===== src/rtl/rs_pkg.sv =====
// Shared Reed-Solomon GF(2^8) definitions: field constants,
// frame FSM states and a reference multiply.
package rs_pkg;

    localparam int SYM_W = 8;
    localparam logic [SYM_W:0] GF_POLY = 9'h11D;

    typedef logic [SYM_W-1:0] sym_t;

    typedef enum logic {
        IDLE,
        ACTIVE
    } fsm_e;

    // Shift-and-add multiply reduced by GF_POLY.
    function automatic sym_t gf_mul(input sym_t a, input sym_t b);
        sym_t p;
        sym_t x;
        p = '0;
        x = a;
        for (int i = 0; i < SYM_W; i++) begin
            if (b[i]) p = p ^ x;
            if (x[SYM_W-1]) x = (x << 1) ^ GF_POLY[SYM_W-1:0];
            else            x = x << 1;
        end
        return p;
    endfunction

endpackage


===== src/rtl/rs_forney_correct_if.sv =====
// Beat-level handshake bundle for the Forney correction stage.
// out_err_cnt exists only when RS_FORNEY_ERRCNT_EN is defined.
interface rs_forney_correct_if
    import rs_pkg::*;
#(
    parameter int T = 8
);
    localparam int CW = $clog2(T + 1);

    logic          in_valid;
    logic          in_ready;
    logic          in_sop;
    logic          in_eop;
    sym_t          in_data;
    logic          in_root;
    sym_t          in_omega;
    sym_t          in_lambda_dv;
    logic [CW-1:0] in_lambda_deg;

    logic          out_valid;
    logic          out_ready;
    sym_t          out_data;
    logic          out_sop;
    logic          out_eop;
    logic          out_fail;
`ifdef RS_FORNEY_ERRCNT_EN
    logic [CW-1:0] out_err_cnt;
`endif

    modport master (
        output in_valid, in_sop, in_eop, in_data,
        output in_root, in_omega, in_lambda_dv,
        output in_lambda_deg, out_ready,
        input  in_ready, out_valid, out_data,
        input  out_sop, out_eop, out_fail
`ifdef RS_FORNEY_ERRCNT_EN
        , input out_err_cnt
`endif
    );

    modport slave (
        input  in_valid, in_sop, in_eop, in_data,
        input  in_root, in_omega, in_lambda_dv,
        input  in_lambda_deg, out_ready,
        output in_ready, out_valid, out_data,
        output out_sop, out_eop, out_fail
`ifdef RS_FORNEY_ERRCNT_EN
        , output out_err_cnt
`endif
    );

endinterface


===== src/rtl/gf256_inv.sv =====
// Combinational GF(2^8) inverse; an input of zero yields zero.
module gf256_inv
    import rs_pkg::*;
(
    input  sym_t a_i,
    output sym_t inv_o
);
    sym_t sq;
    sym_t acc;

    // a^-1 = a^254 = product of a^(2^k) for k = 1..7
    always_comb begin
        sq  = a_i;
        acc = sym_t'(1);
        for (int k = 1; k < SYM_W; k++) begin
            sq  = gf_mul(sq, sq);
            acc = gf_mul(acc, sq);
        end
    end

    assign inv_o = acc;
endmodule


===== src/rtl/gf256_mul.sv =====
// Combinational GF(2^8) multiplier over the shared field polynomial.
module gf256_mul
    import rs_pkg::*;
(
    input  sym_t a_i,
    input  sym_t b_i,
    output sym_t p_o
);
    assign p_o = gf_mul(a_i, b_i);
endmodule


===== src/rtl/rs_forney_correct.sv =====
// Forney error-value correction: two-stage pipeline plus frame FSM.
// Define RS_FORNEY_ERRCNT_EN to drive out_err_cnt on the eop beat.
module rs_forney_correct
    import rs_pkg::*;
#(
    parameter int T = 8
) (
    input  logic clk,
    input  logic rst,
    rs_forney_correct_if.slave bus
);
    localparam int CW = $clog2(T + 1);
    typedef logic [CW-1:0] cnt_t;

    fsm_e state_q, state_d;
    cnt_t cnt_q, cnt_d;
    cnt_t deg_q, deg_d;
    logic bad_q, bad_d;

    logic v1_q, r1_q, z1_q;
    logic sop1_q, eop1_q, fail1_q;
    sym_t d1_q, om1_q, inv1_q;

    logic v2_q, sop2_q, eop2_q, fail2_q;
    sym_t d2_q;

    logic adv, take, keep;
    logic bad_new, fail_new;
    cnt_t cnt_base, cnt_new, deg_eff;
    sym_t inv_w, prod_w, err_w;

    assign adv  = bus.out_ready | ~v2_q;
    assign take = bus.in_valid & adv;
    assign keep = bus.in_sop | (state_q == ACTIVE);

    assign bus.in_ready = adv;

    gf256_inv u_inv (
        .a_i   (bus.in_lambda_dv),
        .inv_o (inv_w)
    );

    gf256_mul u_mul (
        .a_i (om1_q),
        .b_i (inv1_q),
        .p_o (prod_w)
    );

    assign err_w = z1_q ? '0 : prod_w;

    // Root accounting for this beat; sop restarts the frame totals.
    always_comb begin
        cnt_base = bus.in_sop ? '0 : cnt_q;
        deg_eff  = bus.in_sop ? bus.in_lambda_deg : deg_q;
        cnt_new  = cnt_base;
        if (bus.in_root && (cnt_base != '1))
            cnt_new = cnt_base + cnt_t'(1);
        bad_new  = (~bus.in_sop & bad_q)
                 | (bus.in_root & (bus.in_lambda_dv == '0));
        fail_new = bus.in_eop & (bad_new | (cnt_new != deg_eff));
    end

    always_comb begin
        state_d = state_q;
        cnt_d   = cnt_q;
        deg_d   = deg_q;
        bad_d   = bad_q;
        case (state_q)
            IDLE:    if (take && bus.in_sop)
                         state_d = bus.in_eop ? IDLE : ACTIVE;
            ACTIVE:  if (take && bus.in_eop)
                         state_d = IDLE;
            default: state_d = IDLE;
        endcase
        if (take && keep) begin
            cnt_d = cnt_new;
            deg_d = deg_eff;
            bad_d = bad_new;
        end
    end

    always_ff @(posedge clk or posedge rst) begin
        if (rst) begin
            state_q <= IDLE;
            cnt_q   <= '0;
            deg_q   <= '0;
            bad_q   <= 1'b0;
        end else begin
            state_q <= state_d;
            cnt_q   <= cnt_d;
            deg_q   <= deg_d;
            bad_q   <= bad_d;
        end
    end

    // Both stages advance together; a stall freezes everything.
    always_ff @(posedge clk or posedge rst) begin
        if (rst) begin
            v1_q    <= 1'b0;
            r1_q    <= 1'b0;
            z1_q    <= 1'b0;
            sop1_q  <= 1'b0;
            eop1_q  <= 1'b0;
            fail1_q <= 1'b0;
            d1_q    <= '0;
            om1_q   <= '0;
            inv1_q  <= '0;
            v2_q    <= 1'b0;
            sop2_q  <= 1'b0;
            eop2_q  <= 1'b0;
            fail2_q <= 1'b0;
            d2_q    <= '0;
        end else if (adv) begin
            v1_q    <= take & keep;
            r1_q    <= bus.in_root;
            z1_q    <= (bus.in_lambda_dv == '0);
            sop1_q  <= bus.in_sop;
            eop1_q  <= bus.in_eop;
            fail1_q <= fail_new;
            d1_q    <= bus.in_data;
            om1_q   <= bus.in_omega;
            inv1_q  <= inv_w;
            v2_q    <= v1_q;
            sop2_q  <= sop1_q;
            eop2_q  <= eop1_q;
            fail2_q <= fail1_q;
            d2_q    <= r1_q ? (d1_q ^ err_w) : d1_q;
        end
    end

    assign bus.out_valid = v2_q;
    assign bus.out_data  = d2_q;
    assign bus.out_sop   = v2_q & sop2_q;
    assign bus.out_eop   = v2_q & eop2_q;
    assign bus.out_fail  = v2_q & eop2_q & fail2_q;

`ifdef RS_FORNEY_ERRCNT_EN
    cnt_t ec1_q, ec2_q;

    always_ff @(posedge clk or posedge rst) begin
        if (rst) begin
            ec1_q <= '0;
            ec2_q <= '0;
        end else if (adv) begin
            ec1_q <= bus.in_eop ? cnt_new : '0;
            ec2_q <= ec1_q;
        end
    end

    assign bus.out_err_cnt = (v2_q & eop2_q) ? ec2_q : '0;
`endif

endmodule


===== src/flat_wrapper.sv =====
// flat-port wrapper written by rule: the top's interface ports become plain ports
module rs_forney_correct_flat import rs_pkg::*;
#(
    parameter int T = 8
)
  (clk, rst, bus_in_valid, bus_in_sop, bus_in_eop, bus_in_data, bus_in_root, bus_in_omega, bus_in_lambda_dv, bus_in_lambda_deg, bus_out_ready, bus_in_ready, bus_out_valid, bus_out_data, bus_out_sop, bus_out_eop, bus_out_fail);
  rs_forney_correct_if #(.T(T)) bus_i ();
  input  logic clk;
  input  logic rst;
  input wire logic [$bits(bus_i.in_valid)-1:0] bus_in_valid;
  input wire logic [$bits(bus_i.in_sop)-1:0] bus_in_sop;
  input wire logic [$bits(bus_i.in_eop)-1:0] bus_in_eop;
  input wire logic [$bits(bus_i.in_data)-1:0] bus_in_data;
  input wire logic [$bits(bus_i.in_root)-1:0] bus_in_root;
  input wire logic [$bits(bus_i.in_omega)-1:0] bus_in_omega;
  input wire logic [$bits(bus_i.in_lambda_dv)-1:0] bus_in_lambda_dv;
  input wire logic [$bits(bus_i.in_lambda_deg)-1:0] bus_in_lambda_deg;
  input wire logic [$bits(bus_i.out_ready)-1:0] bus_out_ready;
  output wire logic [$bits(bus_i.in_ready)-1:0] bus_in_ready;
  output wire logic [$bits(bus_i.out_valid)-1:0] bus_out_valid;
  output wire logic [$bits(bus_i.out_data)-1:0] bus_out_data;
  output wire logic [$bits(bus_i.out_sop)-1:0] bus_out_sop;
  output wire logic [$bits(bus_i.out_eop)-1:0] bus_out_eop;
  output wire logic [$bits(bus_i.out_fail)-1:0] bus_out_fail;
  assign bus_i.in_valid = bus_in_valid;
  assign bus_i.in_sop = bus_in_sop;
  assign bus_i.in_eop = bus_in_eop;
  assign bus_i.in_data = bus_in_data;
  assign bus_i.in_root = bus_in_root;
  assign bus_i.in_omega = bus_in_omega;
  assign bus_i.in_lambda_dv = bus_in_lambda_dv;
  assign bus_i.in_lambda_deg = bus_in_lambda_deg;
  assign bus_i.out_ready = bus_out_ready;
  assign bus_in_ready = bus_i.in_ready;
  assign bus_out_valid = bus_i.out_valid;
  assign bus_out_data = bus_i.out_data;
  assign bus_out_sop = bus_i.out_sop;
  assign bus_out_eop = bus_i.out_eop;
  assign bus_out_fail = bus_i.out_fail;
  rs_forney_correct #(.T(T)) u_core (.clk(clk), .rst(rst), .bus(bus_i));
endmodule

===== config.mk =====
export PLATFORM = sky130hd
export DESIGN_NAME = rs_forney_correct_flat
export DESIGN_NICKNAME = d
export VERILOG_FILES = /design/src/rtl/rs_pkg.sv /design/src/rtl/rs_forney_correct_if.sv /design/src/rtl/gf256_inv.sv /design/src/rtl/gf256_mul.sv /design/src/rtl/rs_forney_correct.sv /design/src/flat_wrapper.sv
export SDC_FILE = /design/constraint.sdc
export NUM_CORES = 1
export LEC_CHECK = 0
export CAP_MARGIN = 0
export CORE_MARGIN = 1.5
export CORE_UTILIZATION = 66
export DETAILED_ROUTE_END_ITERATION = 10
export GPL_TIMING_DRIVEN = 0
export HOLD_SLACK_MARGIN = 0.1
export PLACE_DENSITY = 0.84
export REMOVE_ABC_BUFFERS = 1
export SLEW_MARGIN = 40
export SYNTH_ARGS = -nofsm -noshare
export SYNTH_HDL_FRONTEND = slang
export SYNTH_SLANG_ARGS = --single-unit

===== constraint.sdc =====
create_clock -name clk -period 3.1 [get_ports clk]
set_input_delay 0.62 -clock clk [delete_from_list [all_inputs] [get_ports clk]]
set_output_delay 0.62 -clock clk [all_outputs]
set_load 0.03 [all_outputs]

==> results of run 1 <==
-- per-stage QoR --
stage                     cell area [um^2]  utilization [%]  hold WS, ns  setup TNS, ns
after floorplan                      16710                -       0.4304        -125.13
after global placement               17600            67.74       0.4422        -244.18
after detailed placement             18410            70.85       0.4470        -130.91
after CTS                            22510            86.62       0.4616         -73.49
-- metal layers --
metal  global-route usage [%]  overflow
met1                    86.71        12
met2                    104.8       388
met3                    79.90        26
met4                    102.5       271
met5                    51.89         8
-- what timing repair did --
action | CTS
cloned | 8
setup buffers | 266
resized for setup | 351
endpoints found under the hold margin | 0
pin swaps | 175
setup endpoints to repair | 10
-- kinds of logic after synthesis --
family          after synthesis  share of synthesized area [%]
fa+ha+maj                    13                         0.9332
buf+inv                     192                          4.802
mux                          73                          4.285
simple gates                818                          20.23
xor+xnor                    709                          46.97
compound gates              395                          15.32
flops                        52                          7.465
-- cells in the mapped netlist (all sizes together), types with 28 or more instances --
cell / number
xnor2: 457
nand2: 341
nor2: 257
xor2: 148
a21oi: 105
clkbuf: 96
o21ai: 95
xnor3: 91
nor3: 66
buf: 64
mux2i: 63
dfrtp: 52
nand3: 49
inv: 28
==> results.sh, run 1 <==
export IMPL_avgSynthCellArea_um2=7.740
export IMPL_leftover_overflow_at_the_end_of_global_routing=705
export IMPL_max_clock_path_buffers=2
export IMPL_cts_hold_buffers=0
export IMPL_toolErrorMsg="[ERROR GRT-0232] Routing congestion too high. Check the congestion heatmap in the GUI."
export IMPL_netlist_cell_type_count=102
export IMPL_die_w_um=165.5
export IMPL_placement_io_buffers=47
export IMPL_status="aborted with a tool error"
export IMPL_most_used_flip_flop_cell_after_synthesis="dfrtp_1"
export IMPL_num_io_pins=48
export IMPL_die_h_um=165.5
export IMPL_worst_endpoint_kind="register input"
export IMPL_initial_utilization_pct=67.08
export IMPL_synthesis_yosys_warnings=0
export IMPL_max_h_tree_level=2
export IMPL_globalroute_repair_timing_worst_endpoint="u_core.inv1_q[5]$_DFFE_PP0N_/D"
export IMPL_dp_cells=2497
export IMPL_netlist_area_um2=17430
export IMPL_rows=59
export IMPL_cts_num_sinks=52
export IMPL_synth_top_cells_by_area="xnor2_1 21%, xnor3_1 11%, dfrtp_1 7.5%"
export IMPL_dp_final_hpwl_um=34690
export IMPL_cell_accounting_for_the_most_synthesized_area="xnor2_1"
export IMPL_synth_top_area_share_pct=21.25
export IMPL_synthArstFlopShare_pct=100.0
export IMPL_synth_ff_latch_count=52
export IMPL_globalplace_congestion=0.9281
export IMPL_grt_start_max_net_pins=48
export IMPL_numCtsBuffers=5
export IMPL_synthesis_instances=2252
export IMPL_post_place_ws_ns=-16.46
export IMPL_clk_root_buffer_cell="clkbuf_16"
export IMPL_last_stage="global routing"
export IMPL_ys_seq_area_share_pct=7.465
export IMPL_globalRouteTotalUtil_pct=91.48
export IMPL_synth_edf_count=0
==> run 2: changes to the inputs <==
--- a/config.mk
+++ b/config.mk
@@ -7,11 +7,10 @@
 export LEC_CHECK = 0
 export CAP_MARGIN = 0
 export CORE_MARGIN = 1.5
-export CORE_UTILIZATION = 66
+export CORE_UTILIZATION = 40
 export DETAILED_ROUTE_END_ITERATION = 10
 export GPL_TIMING_DRIVEN = 0
-export HOLD_SLACK_MARGIN = 0.1
-export PLACE_DENSITY = 0.84
+export PLACE_DENSITY_LB_ADDON = 0.15
 export REMOVE_ABC_BUFFERS = 1
 export SLEW_MARGIN = 40
 export SYNTH_ARGS = -nofsm -noshare
==> run 2 against run 1 <==
Compared with the run above: the flow now finishes, with violations (setup timing); synthesized cell count unchanged; area after synthesis is the same.
==> results.sh, run 2 <==
export IMPL_placement_io_buffers=47
export IMPL_clock_tree_from_tritoncts="built"
export IMPL_max_slew_worst_pin_slew_ns=0.8048
export IMPL_synth_most_common_cell="xnor2_1"
export IMPL_finalCritPeriodShare_pct=408.7
export IMPL_via_per_inst=5.567
export IMPL_routedWlPerCell_um=18.84
export IMPL_grt_setup_unrepaired="yes"
export IMPL_filler_cell_count=3903
export IMPL_vias=17131
export IMPL_num_io_pins=48
export IMPL_insertion_delay_ns=0.30
export IMPL_layout_min_cycle_time_ns=12.67
export IMPL_timing_startpoint_of_the_critical_path="bus_in_lambda_dv[6]"
export IMPL_timing_reg2reg_worst_path_depth=9
export IMPL_dp_final_hpwl_um=37000
export IMPL_most_used_flip_flop_cell_after_synthesis="dfrtp_1"
export IMPL_maxSlewHeadroom_pct=46.35
export IMPL_post_route_cells_drive_above_1_share_pct=29.17
export IMPL_clk_pin_slew_worst_paths_ns=0.07
export IMPL_clk_root_buffer_cell="clkbuf_16"
export IMPL_layout_cells_most_common="xnor2_1"
export IMPL_leftover_overflow_at_the_end_of_global_routing=0
export IMPL_most_used_cells_in_the_layout_excluding_fill_and_tap_cells="336 x xnor2_1, 331 x nand2_1, 268 x buf_4"
export IMPL_setup_ws_ns=-9.568
export IMPL_path_max_fanout=7
export IMPL_numCtsBuffers=5
export IMPL_timing_hold_violations_final=0
export IMPL_failing_checks="setup timing"
export IMPL_avgSynthCellArea_um2=7.740
export IMPL_number_of_global_route_vias_before_repair=16545
export IMPL_worst_setup_path_type="input port to flip-flop"
export IMPL_max_slew_violation_total_from_the_final_report=0
export IMPL_die_w_um=211.8
export IMPL_max_h_tree_level=2
export IMPL_netlist_cell_type_count=102
export IMPL_multiInputGateArea_um2=17860
export IMPL_wire_length_of_the_first_global_routing_pass_um=92040
export IMPL_antenna_violations_before_repair=3
export IMPL_register_to_register_path_setup_slack_ns=0.58
export IMPL_timing_rr_start="u_core.om1_q[7]$_DFFE_PP0N_"
export IMPL_cp_num_buf_inv=10
export IMPL_critical_path_slowest_cell="xnor3_2"
export IMPL_die_h_um=211.8
export IMPL_hold_start="u_core.v1_q$_DFFE_PP0N_"
export IMPL_setup_violations=8
export IMPL_worstReg2RegEnd="u_core.bus.out_data[5]$_DFFE_PP0N_"
export IMPL_synth_top_cells_by_count="423 x xnor2_1, 338 x nand2_1, 256 x nor2_1"
export IMPL_detail_route_antenna_nets=0
export IMPL_drt_pass1_iterations=6
export IMPL_synth_edf_count=0
export IMPL_path_depth=53
export IMPL_maximum_operating_frequency_mhz=78.94
export IMPL_ys_seq_area_share_pct=7.465
export IMPL_skew_ns=0.008632
export IMPL_timing_critical_path_to_type="flip-flop"
export IMPL_area_growth_syn_to_layout_pct=36.64
export IMPL_synth_top_cells_by_area="xnor2_1 21%, xnor3_1 11%, dfrtp_1 7.5%"
export IMPL_globalplace_congestion=0.8355
export IMPL_max_clock_path_buffers=2
export IMPL_cp_required_ns=3.27
export IMPL_grt_start_max_net_pins=48
export IMPL_max_stage_delay_ns=0.59
export IMPL_netlist_area_um2=17430
export IMPL_first_iteration_detailed_routing_drc_count=1650
export IMPL_critPathTopFamily="XOR/XNOR gates"
export IMPL_rows=76
export IMPL_die_area_um2=44840
export IMPL_worstPathArrival_ns=12.84
export IMPL_drcViolationCount=0
export IMPL_design_final_nets=2536
export IMPL_fin_util_pct=55.29
export IMPL_core_region_area_um2=43080
export IMPL_routed_wl_um=57980
export IMPL_critPathLaunchType="input port"
export IMPL_initial_utilization_pct=40.46
export IMPL_synthArstFlopShare_pct=100.0
export IMPL_status="complete, but fails checks"
export IMPL_synthesis_instances=2252
export IMPL_globalRouteTotalUtil_pct=25.51
export IMPL_timing_max_cap_violations=0
export IMPL_synthesis_yosys_warnings=0
export IMPL_synth_top_area_share_pct=21.25
export IMPL_cell_accounting_for_the_most_synthesized_area="xnor2_1"
export IMPL_layout_area_seq_um2=1301
export IMPL_min_path_type="flip-flop to flip-flop"
export IMPL_synth_ff_latch_count=52
export IMPL_setup_worst_path_end="u_core.inv1_q[6]$_DFFE_PP0N_"
export IMPL_cts_num_sinks=52
[run 2: cell counts after synthesis]
No cell type changed its count.
[run 2: kinds of logic after synthesis]
| kind of cell | Yosys count | synth area share [%] |
|---|---|---|
| simple gates | 818 | 20.23 |
| xor+xnor | 709 | 46.97 |
| compound gates | 395 | 15.32 |
| buf+inv | 192 | 4.802 |
| mux | 73 | 4.285 |
| flops | 52 | 7.465 |
| fa+ha+maj | 13 | 0.9332 |
[run 2: what timing repair did]
action / in CTS / in global routing
hold buffers: 0 / 0
cloned: 8 / 0
endpoints found under the setup margin: 10 / 8
setup buffers: 257 / 47
pin swaps: 173 / 69
resized for setup: 348 / 84
[run 2: cell type report]
| class | count | area share, % |
|---|---|---|
| Antenna cell | 3 | 0.03152 |
| Sequential cell | 52 | 5.463 |
| Clock buffer | 6 | 0.5411 |
| Timing Repair inverter | 3 | 0.07880 |
| Multi-Input combinational cell | 2012 | 75.01 |
| Timing Repair Buffer | 382 | 14.86 |
| Inverter | 32 | 0.7880 |
| Clock inverter | 2 | 0.1628 |
| Tap cell | 585 | 3.073 |
[run 2: worst min path at each step]
stage | slack, ns | end | depth (start not counted)
2_1_floorplan | 0.43 | u_core.sop2_q$_DFFE_PP0N_ | 2
3_3_place_gp | 0.45 | u_core.bus.out_valid$_DFFE_PP0N_ | 1
3_5_place_dp | 0.45 | u_core.bus.out_valid$_DFFE_PP0N_ | 1
4_1_cts | 0.47 | u_core.bus.out_valid$_DFFE_PP0N_ | 1
5_1_grt | 0.50 | u_core.bus.out_valid$_DFFE_PP0N_ | 1
6_report | 0.46 | u_core.bus.out_valid$_DFFE_PP0N_ | 1
[run 2: per-layer routing]
metal	wire (um)	GRT usage, %	vias to the layer above
met1	26130	35.96	8355
met2	27240	41.67	589
met5	0	0	-
met3	3256	2.299	81
met4	1353	6.773	0
li1	-	-	8106
[run 2: worst register-to-register path: stages (launching register included)]
cell and delay, ns:
dfrtp_1 0.70, xnor2_1 0.22, xnor2_1 0.37, xnor2_1 0.30
nand2_1 0.13, xnor2_1 0.23, xnor2_1 0.10, nor2_1 0.14
xnor2_1 0.14, a21oi_1 0.08
[run 2: metrics by stage]
step	hold slack, ns	TNS (ns)	instance area [um^2]	setup slack (ns)	instances
finish	0.4647	-75.71	23820	-9.568	3077
global placement	0.4477	-270.08	17920	-22.60	2724
CTS	0.4651	-75.63	22920	-9.518	3027
floorplan	0.4304	-125.13	16710	-13.98	2092
global route	0.4990	-78.94	23820	-9.958	3076
detailed placement	0.4493	-134.72	18860	-16.94	2754
Power of run 2 is left out: the tool's default activity adds up to more than one toggle a clock period on the data nets, which glitch-free logic cannot reach.
==> RTL change, RTL diff (flow settings as in run 2) <==
`T` is set to 8 in 3 places; all go to 16.
--- a/src/rtl/rs_forney_correct_if.sv
+++ b/src/rtl/rs_forney_correct_if.sv
@@ -5,3 +5,3 @@
 #(
-    parameter int T = 8
+    parameter int T = 16
 );
--- a/src/rtl/rs_forney_correct.sv
+++ b/src/rtl/rs_forney_correct.sv
@@ -5,3 +5,3 @@
 #(
-    parameter int T = 8
+    parameter int T = 16
 ) (
--- a/src/flat_wrapper.sv
+++ b/src/flat_wrapper.sv
@@ -3,3 +3,3 @@
 #(
-    parameter int T = 8
+    parameter int T = 16
 )
Interface: changed (resized bus_in_lambda_deg); port bits go from 48 to 49. The function was not compared with the original's and may differ.
==> RTL change against run 2 <==
- design area is 0.84% higher
- global-route usage shrank 0.10 points
- the flow still finishes with violations (negative setup slack)
- count of clock-buffer cells in the layout is 1 lower
- worst setup slack better by 0.21 ns
- critical path type unchanged
- synthesized area fell by 1.6%
- highest routed layer unchanged
- wire length fell by 0.37%
- sequential cell count grew 2
- die area fell by 1.6%
Power is left out: the tool's default activity adds up to more than one toggle a clock period on the data nets, which glitch-free logic cannot reach.
==> RTL change: results (changes against run 2) <==
- Status: finished with violations
- Failing checks: negative setup slack
- Dpl cells: 2687 (-2.4%)
- GR Util All Layers: 25.41% (-0.10 points)
- Pin count of the biggest net entering global routing: 49 (+2.1%)
- Area share of fa/ha/maj cells after synthesis: 0.9481% (+0.015 points)
- GPL Wtd Cong: 0.8869 (+6.2%)
- Nets: 2538 (+0.079%)
- Commonest cells post-synth: 430 x xnor2_1, 353 x nand2_1, 236 x nor2_1
- Area contributors post-synth: xnor2_1 22%, xnor3_1 11%, dfrtp_1 7.9%, nand2_1 7.7%, xor2_1 5.7%
- Fillers: 3692 (-5.4%)
- CP Max Fanout: 6 (-1)
- Hpwl dp: 35040 um (-5.3%)
- Max stage delay on crit path: 0.49 ns (-0.10 ns)
- First-pass GRT wire length: 90940 um (-1.2%)
- Number of global-route vias before repair: 16610 (+0.38%)
- Synth Area in XOR/XNOR: 46.43% (-0.54 points)
- DRT iter0 DRCs: 1311 (-21%)
- Initial antenna violation count: 2 (-1)
- Worst clock skew: 0.005407 ns (-0.003225 ns)
- Critical Path Start: bus_in_lambda_dv[7]
- Reg2reg start: u_core.om1_q[6]$_DFFE_PP0N_
- Syn_area_per_cell: 7.662 sq um (-1.0%)
- Wire per inst: 19.05 um (+1.1%)
- Mux contribution to synthesized area: 3.654% (-0.63 points)
- Worst setup margin: -9.358 ns (+0.2102 ns)
- Number of port buffers: 48 (+2.1%)
- Vias per inst: 5.656 (+1.6%)
- Final setup vio count: 8 (unchanged)
- Non-filler cells, final: 3032 (-1.5%)
- Sequential share of the synthesized area: 7.877% (+0.41 points)
[RTL change: timing repair]
action,in CTS,in global routing
endpoints found under the setup margin,14,10
gates resized for setup,407,124
setup buffers,250,71
pin swaps,153,101
cloned,12,2
[RTL change: cell type report]
class	instances	area share, %
multi-input combinational	2002	75.12
inverter	34	0.7815
clock inverter	3	0.1094
clock buffer	5	0.5210
timing repair buffer	390	14.94
sequential	54	5.626
antenna	3	0.03126
tap	539	2.808
timing repair inverter	2	0.06773
[RTL change: metrics by stage]
stage                     setup WS, ns  area (sq um)  setup TNS (ns)  util [%]  hold WS [ns]
after CTS                       -9.150         22800          -70.69     54.11        0.4714
after global placement          -20.06         17610         -242.90     41.79        0.4451
after global routing            -9.811         24010          -75.87     56.99        0.4999
after floorplan                 -14.20         16450         -123.44         -        0.4304
after detailed placement        -16.45         18270         -131.80     43.36        0.4537
final                           -9.358         24020          -72.44     57.00        0.4633
[RTL change: worst paths after layout]
check,depth (start not counted),slack (ns),to
min in group asynchronous,2,0.59,u_core.inv1_q[1]$_DFFE_PP0N_
worst max register to register,10,0.29,u_core.bus.out_data[3]$_DFFE_PP0N_
worst min-delay path,2,0.46,u_core.fail2_q$_DFFE_PP0N_
worst max-delay path,52,-9.36,u_core.inv1_q[3]$_DFFE_PP0N_
max in group asynchronous,3,2.04,u_core.bus.out_data[0]$_DFFE_PP0N_
worst min register to register,2,0.46,u_core.fail2_q$_DFFE_PP0N_
[RTL change: worst max-delay path: cells and delay by family]
family,cells,cell delay [ns]
AOI/OAI and AO/OA,3,0.57
xor gates and xnor gates,29,8.32
adders and majority gates,1,0.23
buffers and inverters,11,1.72
muxes,2,0.55
and+or+nand+nor,6,0.62
[RTL change: layer usage]
metal	up-vias	GRT usage, %	wire, um
met5	-	0	0
met4	0	7.715	1677
met3	129	2.324	3079
met2	585	43.96	28540
met1	8293	33.53	24470
li1	8142	-	-
[RTL change: cells by family (layout without fill, tap and decap cells)]
| group | count (synthesis) | count (layout) |
|---|---|---|
| multiplexers | 61 | 61 |
| adder cells (fa/ha/maj) | 13 | 13 |
| flip-flops | 54 | 54 |
| AO/OA/AOI/OAI | 426 | 426 |
| other | 0 | 3 |
| XOR/XNOR | 688 | 695 |
| buffers and inverters | 192 | 434 |
| AND/OR/NAND/NOR | 805 | 807 |
